<file path="src/rtl/lcv_div_pkg.sv">
// Shared types and helpers for the sequential radix-2 restoring divider.
package lcv_div_pkg;

    typedef enum logic [1:0] {
        StIdle,
        StRun,
        StFixup,
        StDone
    } div_state_e;

    // Widest operand the helpers support; callers cast to their own width.
    localparam int unsigned MaxWidth = 64;

    localparam logic [MaxWidth-1:0] SpecQuotAllOnes = '1;

    function automatic logic [MaxWidth-1:0] twos_neg(input logic [MaxWidth-1:0] v);
        return ~v + MaxWidth'(1);
    endfunction

endpackage

</file>
<file path="src/rtl/lcv_div_seq_if.sv">
// Request/response handshake bundle for lcv_div_seq.
interface lcv_div_seq_if #(
    parameter int unsigned WIDTH = 32
);
    logic             inp_valid;
    logic             inp_ready;
    logic             inp_signed;
    logic [WIDTH-1:0] inp_a;
    logic [WIDTH-1:0] inp_b;
    logic             outp_valid;
    logic             outp_ready;
    logic [WIDTH-1:0] outp_quot;
    logic [WIDTH-1:0] outp_rem;
    logic             outp_div_zero;

    modport master (
        output inp_valid, inp_signed, inp_a, inp_b, outp_ready,
        input  inp_ready, outp_valid, outp_quot, outp_rem, outp_div_zero
    );

    modport slave (
        input  inp_valid, inp_signed, inp_a, inp_b, outp_ready,
        output inp_ready, outp_valid, outp_quot, outp_rem, outp_div_zero
    );
endinterface

</file>
<file path="src/rtl/lcv_div_step.sv">
// One restoring-division iteration: shift in the next dividend bit, subtract if it fits.
module lcv_div_step #(
    parameter int unsigned WIDTH = 32
) (
    input  logic [WIDTH-1:0] r_i,
    input  logic [WIDTH-1:0] q_i,
    input  logic [WIDTH-1:0] b_i,
    output logic [WIDTH-1:0] r_next_o,
    output logic [WIDTH-1:0] q_next_o
);
    logic [WIDTH:0] r_shift;
    logic [WIDTH:0] r_sub;
    logic           ge;

    always_comb begin
        r_shift  = {r_i, q_i[WIDTH-1]};
        r_sub    = r_shift - {1'b0, b_i};
        ge       = (r_shift >= {1'b0, b_i});
        // Remainder stays below |b|, so the top bit is always zero after the step.
        r_next_o = ge ? WIDTH'(r_sub) : WIDTH'(r_shift);
        q_next_o = {q_i[WIDTH-2:0], ge};
    end
endmodule

</file>
<file path="src/rtl/lcv_div_seq.sv">
// Multi-cycle signed/unsigned integer divider, one quotient bit per cycle.
module lcv_div_seq
    import lcv_div_pkg::*;
#(
    parameter int unsigned WIDTH = 32
) (
    input logic          clk,
    input logic          rst,
    lcv_div_seq_if.slave bus
);
    localparam int unsigned CntW = $clog2(WIDTH);
    localparam logic [WIDTH-1:0] MinVal = {1'b1, {(WIDTH-1){1'b0}}};

    div_state_e       state_q, state_d;
    logic [CntW-1:0]  cnt_q, cnt_d;
    logic [WIDTH-1:0] r_q, r_d;
    logic [WIDTH-1:0] q_q, q_d;
    logic [WIDTH-1:0] b_q, b_d;
    logic             q_neg_q, q_neg_d;
    logic             r_neg_q, r_neg_d;
    logic             special_q, special_d;
    logic             dz_q, dz_d;
    logic             ready_q, ready_d;
    logic             valid_q, valid_d;
    logic [WIDTH-1:0] quot_q, quot_d;
    logic [WIDTH-1:0] rem_q, rem_d;
    logic             div_zero_q, div_zero_d;

    logic [WIDTH-1:0] step_r, step_q;
    logic             sa, sb;

    lcv_div_step #(
        .WIDTH (WIDTH)
    ) u_step (
        .r_i      (r_q),
        .q_i      (q_q),
        .b_i      (b_q),
        .r_next_o (step_r),
        .q_next_o (step_q)
    );

    always_comb begin
        state_d    = state_q;
        cnt_d      = cnt_q;
        r_d        = r_q;
        q_d        = q_q;
        b_d        = b_q;
        q_neg_d    = q_neg_q;
        r_neg_d    = r_neg_q;
        special_d  = special_q;
        dz_d       = dz_q;
        quot_d     = quot_q;
        rem_d      = rem_q;
        div_zero_d = div_zero_q;
        sa         = bus.inp_signed & bus.inp_a[WIDTH-1];
        sb         = bus.inp_signed & bus.inp_b[WIDTH-1];

        unique case (state_q)
            StIdle: begin
                if (bus.inp_valid) begin
                    q_d       = sa ? WIDTH'(twos_neg(MaxWidth'(bus.inp_a))) : bus.inp_a;
                    b_d       = sb ? WIDTH'(twos_neg(MaxWidth'(bus.inp_b))) : bus.inp_b;
                    r_d       = '0;
                    q_neg_d   = sa ^ sb;
                    r_neg_d   = sa;
                    cnt_d     = CntW'(WIDTH - 1);
                    special_d = 1'b0;
                    dz_d      = 1'b0;
                    state_d   = StRun;
                    if (bus.inp_b == '0) begin
                        q_d       = WIDTH'(SpecQuotAllOnes);
                        r_d       = bus.inp_a;
                        special_d = 1'b1;
                        dz_d      = 1'b1;
                        state_d   = StFixup;
                    end else if (bus.inp_signed && bus.inp_a == MinVal && bus.inp_b == '1) begin
                        q_d       = MinVal;
                        r_d       = '0;
                        special_d = 1'b1;
                        state_d   = StFixup;
                    end
                end
            end
            StRun: begin
                r_d   = step_r;
                q_d   = step_q;
                cnt_d = cnt_q - CntW'(1);
                if (cnt_q == '0) begin
                    state_d = StFixup;
                end
            end
            StFixup: begin
                if (special_q) begin
                    quot_d = q_q;
                    rem_d  = r_q;
                end else begin
                    quot_d = q_neg_q ? WIDTH'(twos_neg(MaxWidth'(q_q))) : q_q;
                    rem_d  = r_neg_q ? WIDTH'(twos_neg(MaxWidth'(r_q))) : r_q;
                end
                div_zero_d = dz_q;
                state_d    = StDone;
            end
            StDone: begin
                if (bus.outp_ready) begin
                    state_d = StIdle;
                end
            end
            default: state_d = StIdle;
        endcase

        // Handshake flags follow the next state so they are registered yet in step with it.
        ready_d = (state_d == StIdle);
        valid_d = (state_d == StDone);
    end

    always_ff @(posedge clk) begin
        if (!rst) begin
            state_q    <= StIdle;
            cnt_q      <= '0;
            r_q        <= '0;
            q_q        <= '0;
            b_q        <= '0;
            q_neg_q    <= 1'b0;
            r_neg_q    <= 1'b0;
            special_q  <= 1'b0;
            dz_q       <= 1'b0;
            ready_q    <= 1'b1;
            valid_q    <= 1'b0;
            quot_q     <= '0;
            rem_q      <= '0;
            div_zero_q <= 1'b0;
        end else begin
            state_q    <= state_d;
            cnt_q      <= cnt_d;
            r_q        <= r_d;
            q_q        <= q_d;
            b_q        <= b_d;
            q_neg_q    <= q_neg_d;
            r_neg_q    <= r_neg_d;
            special_q  <= special_d;
            dz_q       <= dz_d;
            ready_q    <= ready_d;
            valid_q    <= valid_d;
            quot_q     <= quot_d;
            rem_q      <= rem_d;
            div_zero_q <= div_zero_d;
        end
    end

    assign bus.inp_ready     = ready_q;
    assign bus.outp_valid    = valid_q;
    assign bus.outp_quot     = quot_q;
    assign bus.outp_rem      = rem_q;
    assign bus.outp_div_zero = div_zero_q;

endmodule

</file>
<file path="src/flat_wrapper.sv">
// flat-port wrapper written by rule: the top's interface ports become plain ports
module lcv_div_seq_flat import lcv_div_pkg::*;
#(
    parameter int unsigned WIDTH = 32
)
  (clk, rst, bus_inp_valid, bus_inp_signed, bus_inp_a, bus_inp_b, bus_outp_ready, bus_inp_ready, bus_outp_valid, bus_outp_quot, bus_outp_rem, bus_outp_div_zero);
  lcv_div_seq_if #(.WIDTH(WIDTH)) bus_i ();
  input logic clk;
  input logic rst;
  input wire logic [$bits(bus_i.inp_valid)-1:0] bus_inp_valid;
  input wire logic [$bits(bus_i.inp_signed)-1:0] bus_inp_signed;
  input wire logic [$bits(bus_i.inp_a)-1:0] bus_inp_a;
  input wire logic [$bits(bus_i.inp_b)-1:0] bus_inp_b;
  input wire logic [$bits(bus_i.outp_ready)-1:0] bus_outp_ready;
  output wire logic [$bits(bus_i.inp_ready)-1:0] bus_inp_ready;
  output wire logic [$bits(bus_i.outp_valid)-1:0] bus_outp_valid;
  output wire logic [$bits(bus_i.outp_quot)-1:0] bus_outp_quot;
  output wire logic [$bits(bus_i.outp_rem)-1:0] bus_outp_rem;
  output wire logic [$bits(bus_i.outp_div_zero)-1:0] bus_outp_div_zero;
  assign bus_i.inp_valid = bus_inp_valid;
  assign bus_i.inp_signed = bus_inp_signed;
  assign bus_i.inp_a = bus_inp_a;
  assign bus_i.inp_b = bus_inp_b;
  assign bus_i.outp_ready = bus_outp_ready;
  assign bus_inp_ready = bus_i.inp_ready;
  assign bus_outp_valid = bus_i.outp_valid;
  assign bus_outp_quot = bus_i.outp_quot;
  assign bus_outp_rem = bus_i.outp_rem;
  assign bus_outp_div_zero = bus_i.outp_div_zero;
  lcv_div_seq #(.WIDTH(WIDTH)) u_core (.clk(clk), .rst(rst), .bus(bus_i));
endmodule
</file>
<file path="config.mk">
export PLATFORM = sky130hd
export DESIGN_NAME = lcv_div_seq_flat
export DESIGN_NICKNAME = d
export VERILOG_FILES = /design/src/rtl/lcv_div_pkg.sv /design/src/rtl/lcv_div_seq_if.sv /design/src/rtl/lcv_div_step.sv /design/src/rtl/lcv_div_seq.sv /design/src/flat_wrapper.sv
export SDC_FILE = /design/constraint.sdc
export NUM_CORES = 1
export LEC_CHECK = 0
export CAP_MARGIN = 20
export CORE_AREA = 2 2 138 140
export CTS_BUF_LIST = sky130_fd_sc_hd__clkbuf_8
export CTS_CLUSTER_DIAMETER = 60
export DETAILED_ROUTE_END_ITERATION = 8
export DIE_AREA = 0 0 140 142
export MAX_ROUTING_LAYER = met4
export PLACE_DENSITY = 0.88
export SYNTH_ARGS = -nofsm -noshare
export SYNTH_HDL_FRONTEND = slang
export SYNTH_SLANG_ARGS = --single-unit
</file>
<file path="constraint.sdc">
create_clock -name clk -period 5.54 [get_ports clk]
set_clock_uncertainty 0.1 [all_clocks]
set_input_delay 1.108 -clock clk [delete_from_list [all_inputs] [get_ports clk]]
set_output_delay 1.108 -clock clk [all_outputs]
set_load 0.01 [all_outputs]
</file>
==> results of run 1 <==
[per-layer routing]
layer | vias to the layer above | global-route usage | routed length (µm)
li1 | 5598 | - | -
met1 | 5556 | 0.493 | 15200
met2 | 681 | 0.546 | 15600
met3 | 125 | 0.0522 | 3120
met4 | 0 | 0.144 | 1430
met5 | - | - | 0
[flip-flops by register name, indices dropped and copies added (netlist names)]
| signal | flops |
|---|---|
| u_core.cnt_q | 5 |
| u_core.state_q | 2 |
| u_core.q_neg_q | 1 |
| u_core.bus.outp_div_zero | 1 |
| u_core.special_q | 1 |
| u_core.dz_q | 1 |
| u_core.bus.outp_rem | 32 |
| u_core.bus.inp_ready | 1 |
| u_core.bus.outp_valid | 1 |
| u_core.bus.outp_quot | 32 |
| u_core.q_q | 32 |
| u_core.b_q | 32 |
| u_core.r_neg_q | 1 |
| u_core.r_q | 32 |
[power by group]
group	switching [mW]	internal [mW]
sequential	0.336	1.48
combinational	2.06	1.34
clock	0.563	0.344
total	2.96	3.16
[logic make-up (layout without fill, tap and decap cells)]
| group | count (synthesis) | after routing |
|---|---|---|
| fa+ha+maj | 39 | 39 |
| flops | 174 | 174 |
| xor+xnor | 129 | 129 |
| mux | 7 | 7 |
| compound gates | 468 | 468 |
| buf+inv | 168 | 254 |
| simple gates | 510 | 510 |
[synthesized netlist by cell type, drive strengths merged (2+ instances only)]
library cell / n
or3: 18
a21boi: 2
ha: 38
nor2: 178
inv: 68
nand4: 22
xor2: 52
buf: 16
a41oi: 3
or2: 5
mux2: 3
or4: 14
clkbuf: 84
nor2b: 9
o211ai: 8
nand2: 121
a31o: 4
o221ai: 25
o31ai: 20
a21oi: 133
nor3: 45
a22oi: 11
a21o: 18
xnor2: 77
and4: 4
a221oi: 10
mux2i: 4
a211oi: 88
a311oi: 14
and2: 9
and3: 15
a211o: 4
nand3: 36
o22ai: 6
nor4: 15
o32ai: 3
a31oi: 22
o21ai: 71
nand2b: 12
dfxtp: 174
o41ai: 11
a221o: 2
o21a: 2
o21bai: 6
or4b: 2
[final cells by class]
cell class / instances / area (µm²) / share of cell area
Sequential cell: 174 / 3480 / 0.264
Tap cell: 234 / 293 / 0.0222
Clock buffer: 17 / 234 / 0.0177
Inverter: 68 / 258 / 0.0195
Multi-Input combinational cell: 1153 / 7240 / 0.549
Timing Repair Buffer: 154 / 1510 / 0.114
Clock inverter: 15 / 170 / 0.0129
[worst min-delay path by stage]
stage                                          start                                     to  slack [ns]  depth (start not counted)
2_1_floorplan            u_core.b_q[18]$_SDFFE_PN0P_            u_core.b_q[18]$_SDFFE_PN0P_        0.33                          2
4_1_cts        u_core.bus.outp_quot[26]$_SDFFE_PN0N_  u_core.bus.outp_quot[26]$_SDFFE_PN0N_        0.36                          2
6_report       u_core.bus.outp_quot[26]$_SDFFE_PN0N_  u_core.bus.outp_quot[26]$_SDFFE_PN0N_        0.36                          2
3_3_place_gp             u_core.b_q[18]$_SDFFE_PN0P_            u_core.b_q[18]$_SDFFE_PN0P_        0.34                          2
3_5_place_dp   u_core.bus.outp_quot[26]$_SDFFE_PN0N_  u_core.bus.outp_quot[26]$_SDFFE_PN0N_        0.35                          2
5_1_grt         u_core.bus.outp_quot[0]$_SDFFE_PN0N_   u_core.bus.outp_quot[0]$_SDFFE_PN0N_        0.38                          2
[worst reg2reg max path, stage by stage (launching register included)]
cell     delay (ns)
dfxtp_1        0.45
ha_1           0.50
nand2_1        0.16
or4_1          0.52
a21o_1         0.21
a21o_1         0.24
o31ai_4        0.66
a21o_1         0.66
nand2_1        0.34
o32ai_1        0.36
[per-stage QoR]
step	worst slack [ns]	util	cell area (µm²)
2_1_floorplan	2.06	-	11400
3_3_place_gp	1.20	0.692	12800
3_5_place_dp	1.12	0.692	12800
4_1_cts	1.38	0.713	13200
5_1_grt	1.15	0.715	13200
6_report	1.23	0.715	13200
==> results.py, run 1 <==
metrics = {
    "worst_setup_path": {
        "cp_common_cell": "a21o_1",
        "critPathRequiredTime_ns": 5.83,
        "end_kind": "flop",
        "r2r_slack_ns": 1.23,
        "crit_start": "u_core.r_q[7]$_SDFFE_PN0P_",
        "cp_num_cells": 9,
        "crit_family": "compound AO/OA/AOI/OAI gates",
        "rr_worst_depth": 9,
        "start_kind": "flop",
        "crit_end": "u_core.r_q[24]$_SDFFE_PN0P_",
        "crit_chain": "ha_1, nand2_1, or4_1, a21o_1, a21o_1, o31ai_4, a21o_1, nand2_1, o32ai_1",
        "r2r-end": "u_core.r_q[24]$_SDFFE_PN0P_",
        "crit_slowest_cell": "o31ai_4",
        "crit_fanout": 18,
        "slowest_delay_ns": 0.66,
        "arrival_ns": 4.60,
        "path_buf_inv": 0,
        "crit_type": "reg2reg",
        "r2r-start": "u_core.r_q[7]$_SDFFE_PN0P_",
    },
    "floorplan": {
        "initial_utilization": 0.616,
        "die-area_um2": 19900,
        "die_h_um": 142,
        "row_count": 50,
        "io_pins": 136,
        "core_um2": 18500,
        "die_width_um": 140,
    },
    "synthesis": {
        "synth_mux_area_frac": 0.00650,
        "synth_fa_ha_area_frac": 0.0436,
        "netlist_instances": 1495,
        "synthesis.nets": 1603,
        "synth_flop_cell": "dfxtp_1",
        "synth_area_leaders": "dfxtp_1, xnor2_1, nor2_1, a21oi_1, a211oi_1",
        "yosys.area_share.simple": 0.212,
        "synth-edff-count": 0,
        "synth_top_area_share": 0.307,
        "ys_warn_count": 0,
        "yosysSeqAreaShare": 0.307,
        "async_flop_share": 0,
        "synth_area_leader_cell": "dfxtp_1",
        "synth-compound-area-share": 0.273,
        "syn_avg_cell_area_um2": 7.60,
        "ys_ff_latch": 174,
        "synth_xor_area_frac": 0.0994,
        "synth_top_family_by_area": "compound AO/OA/AOI/OAI gates",
        "synth.cell_area_um2": 11400,
        "synth_cell_type_count": 69,
    },
    "layout": {
        "fill_cells": 1566,
        "layout.cells.non_filler": 1815,
        "final_nets": 1676,
        "area_growth_pct": 16.1,
        "antenna_cells": 0,
        "final_cell_mix": "nor2_1, dfxtp_1, clkdlybuf4s50_1",
        "final_common_cell": "nor2_1",
        "layout-drive-gt1-share": 0.0493,
    },
    "drt": {
        "first_iter_violations": 1395,
        "routed_wl_um": 35400,
        "dr.pass1.iters": 9,
        "drc": 11,
        "vias": 12000,
        "routedWlPerCell_um": 19.5,
        "viasPerCell": 6.59,
        "ant_nets": 0,
    },
    "placed_design": {
        "place_congestion": 0.984,
        "dp.cells": 1782,
        "portBuffers": 135,
        "dp_hpwl_um": 26000,
    },
    "power_and_ir_drop": {
        "irDropWorstVdd_mv": 0.204,
        "power.density_nw_per_um2": 464,
        "finalPower_mw": 6.11,
        "p_leak_nw": 4.73,
    },
    "timing": {
        "tns_ns": 0,
        "fin_crit_ns": 4.31,
        "rsz0062_at_grt": "false",
        "fmax_mhz": 232,
        "slew_viol_final": 0,
        "max_slew_margin": 0.299,
        "post-route-period-util": 0.778,
        "hold_ws_ns": 0.359,
        "worst_pin_slew_ns": 1.05,
        "finalHoldViolations": 0,
        "setup_violations": 0,
    },
    "global_routing": {
        "antenna_found_initial": 0,
        "grt_pass1_vias": 10800,
        "grt_max_degree": 96,
        "grt_usage": 0.362,
        "gr-total-overflow": 0,
        "grt_pass1_wl_um": 56500,
    },
    "clock_network": {
        "cts_resized": 0,
        "root_buffer": "clkbuf_8",
        "postCtsSetupBuffers": 0,
        "path_clk_slew_ns": 0.12,
        "cts_sinks": 174,
        "h-tree-depth": 4,
        "cts_tree": "done",
        "cts.hold.buffers_added": 0,
        "clk_latency_ns": 0.49,
        "ctsLongestPathBuffers": 2,
        "numCtsBuffers": 17,
    },
    "outcome": {
        "status": "finished, violations left",
        "violations": "design-rule violations",
    },
    "worst_hold_path": {
        "min_path_type": "reg2reg",
    },
    "job": {
        "maxCapViolations": 0,
    },
}
Power figures use the tool's default switching activity.
==> run 2: changes to the inputs <==
--- a/config.mk
+++ b/config.mk
@@ -6,13 +6,13 @@
 export NUM_CORES = 1
 export LEC_CHECK = 0
 export CAP_MARGIN = 20
-export CORE_AREA = 2 2 138 140
+export CORE_AREA = 2 2 150 152
 export CTS_BUF_LIST = sky130_fd_sc_hd__clkbuf_8
 export CTS_CLUSTER_DIAMETER = 60
 export DETAILED_ROUTE_END_ITERATION = 8
-export DIE_AREA = 0 0 140 142
+export DIE_AREA = 0 0 152 154
 export MAX_ROUTING_LAYER = met4
-export PLACE_DENSITY = 0.88
+export PLACE_DENSITY = 0.79
 export SYNTH_ARGS = -nofsm -noshare
 export SYNTH_HDL_FRONTEND = slang
 export SYNTH_SLANG_ARGS = --single-unit
==> constraint.sdc (replaced) <==
create_clock -name clk -period 3.8 [get_ports clk]
set_clock_uncertainty 0.1 [all_clocks]
set_input_delay 0.76 -clock clk [delete_from_list [all_inputs] [get_ports clk]]
set_output_delay 0.76 -clock clk [all_outputs]
set_load 0.01 [all_outputs]
==> results.py, run 2 (synthesized netlist as in run 1, its figures left out) <==
metrics = {
    "drt": {
        "drc": 0,
        "first_iter_violations": 1095,
        "vias": 12000,
        "m1WireLength_um": 16200,
        "wl_met2_um": 16200,
        "routedWlPerCell_um": 19.4,
        "routed.top_layer": "met4",
        "routed_wl_um": 37000,
        "dr.pass1.iters": 6,
        "viasPerCell": 6.30,
        "wl_met3_um": 3360,
        "ant_nets": 0,
    },
    "outcome": {
        "status": "complete, no violations",
    },
    "layout": {
        "final_cell_mix": "nor2_1, dfxtp_1, clkdlybuf4s50_1",
        "antenna_cells": 0,
        "multiInputGateArea_um2": 7240,
        "final_nets": 1727,
        "seq_area_um2": 3480,
        "area_growth_pct": 20.2,
        "fill_cells": 1985,
        "layout-drive-gt1-share": 0.0790,
        "final_common_cell": "nor2_1",
    },
    "worst_setup_path": {
        "crit_slowest_cell": "or4_1",
        "arrival_ns": 3.87,
        "critPathRequiredTime_ns": 4.04,
        "crit_family": "compound AO/OA/AOI/OAI gates",
        "crit_fanout": 8,
        "crit_chain": "inv_1, ha_1, nand2_1, or4_1, a21o_1, a21o_1, o31ai_4, a211oi_2, buf_4, a22oi_1, a31oi_1",
        "start_kind": "flop",
        "path_buf_inv": 2,
        "cp_common_cell": "a21o_1",
        "slowest_delay_ns": 0.52,
        "end_kind": "flop",
        "crit_type": "reg2reg",
    },
    "floorplan": {
        "die_width_um": 152,
        "io_pins": 136,
        "die_h_um": 154,
        "row_count": 54,
        "die-area_um2": 23400,
        "initial_utilization": 0.524,
        "core_um2": 21700,
    },
    "clock_network": {
        "cts.hold.buffers_added": 0,
        "postCtsSetupBuffers": 0,
        "numCtsBuffers": 17,
        "clk_latency_ns": 0.49,
        "cts_resized": 0,
        "ctsLongestPathBuffers": 2,
        "cts_sinks": 174,
        "path_clk_slew_ns": 0.11,
        "root_buffer": "clkbuf_8",
        "h-tree-depth": 4,
        "cts_tree": "done",
    },
    "global_routing": {
        "grt_pass1_wl_um": 58200,
        "gr-total-overflow": 0,
        "grt_max_degree": 124,
        "grt_pass1_vias": 10800,
        "antenna_found_initial": 0,
        "grt_usage": 0.316,
    },
    "timing": {
        "slew_viol_final": 0,
        "fmax_mhz": 276,
        "max_slew_margin": 0.287,
        "tns_ns": 0,
        "worst_pin_slew_ns": 1.07,
        "post-route-period-util": 0.954,
        "rsz0062_at_grt": "false",
        "finalHoldViolations": 0,
        "setup_violations": 0,
        "fin_crit_ns": 3.62,
    },
    "job": {
        "maxCapViolations": 0,
    },
    "worst_hold_path": {
        "min_path_type": "reg2reg",
    },
    "power_and_ir_drop": {
        "pwr-share-seq": 0.275,
        "switchingPower_mw": 4.38,
        "irDropWorstVdd_mv": 0.402,
        "p_leak_nw": 5.00,
        "pwr-share-clk": 0.147,
        "power.density_nw_per_um2": 673,
        "pwr-share-comb": 0.578,
        "switching_share": 0.477,
        "p_int_mw": 4.80,
        "finalPower_mw": 9.18,
    },
    "placed_design": {
        "place_congestion": 1.04,
        "dp_hpwl_um": 28100,
        "portBuffers": 135,
    },
}
## run 2: cell count changes in the layout (fill, tap and decap cells not counted)
cell | previous run | this run
clkbuf_8 | 17 | 18
inv_12 | 0 | 1
inv_8 | 5 | 3
clkinv_4 | 2 | 3
buf_4 | 18 | 68
buf_12 | 1 | 2
clkinv_2 | 1 | 0
## run 2: worst register-to-register path, stage by stage, from the launching register on
cell,delay [ns]
dfxtp_1,0.37
inv_1,0.07
ha_1,0.43
nand2_1,0.17
or4_1,0.52
a21o_1,0.21
a21o_1,0.23
o31ai_4,0.46
a211oi_2,0.25
buf_4,0.22
a22oi_1,0.32
a31oi_1,0.13
## run 2: routing by layer
| layer | vias up | GRT usage |
|---|---|---|
| met5 | - | - |
| met4 | 0 | 0.119 |
| met2 | 640 | 0.477 |
| li1 | 5714 | - |
| met1 | 5595 | 0.433 |
| met3 | 91 | 0.0426 |
## run 2: cell type report
type	count	share of cell area
well taps	280	0.0257
repair buffers	205	0.139
clock buffers	18	0.0181
multi-input cells	1153	0.531
inverters	68	0.0189
flip-flops and latches	174	0.255
clock inverters	14	0.0123
## run 2: final timing paths
check / from / endpoint / slack, ns / cells past startpoint
worst max-delay path: u_core.b_q[8]$_SDFFE_PN0P_ / u_core.r_q[22]$_SDFFE_PN0P_ / 0.18 / 11
worst min-delay path: u_core.bus.outp_quot[26]$_SDFFE_PN0N_ / u_core.bus.outp_quot[26]$_SDFFE_PN0N_ / 0.36 / 2
worst max register to register: u_core.b_q[8]$_SDFFE_PN0P_ / u_core.r_q[22]$_SDFFE_PN0P_ / 0.18 / 11
worst min register to register: u_core.bus.outp_quot[26]$_SDFFE_PN0N_ / u_core.bus.outp_quot[26]$_SDFFE_PN0N_ / 0.36 / 2
## run 2: stage by stage
stage	utilization	hold slack [ns]	instances	cell area [µm²]	worst slack, ns
after floorplan	-	0.332	1495	11400	0.671
after global placement	0.609	0.342	1879	13200	0.167
after detailed placement	0.609	0.347	1879	13200	0.0536
after CTS	0.629	0.362	1911	13600	0.262
after global routing	0.629	0.382	1912	13700	0.0601
final	0.629	0.359	1912	13700	0.176
## run 2: power by group through the flow
stage          clock, mW  combinational (mW)  sequential (mW)
6_report            1.35                5.30             2.53
2_1_floorplan          0                3.66             2.49
3_3_place_gp           0                5.12             2.54
3_5_place_dp           0                5.15             2.55
5_1_grt             1.44                5.76             2.56
4_1_cts             1.37                5.18             2.51
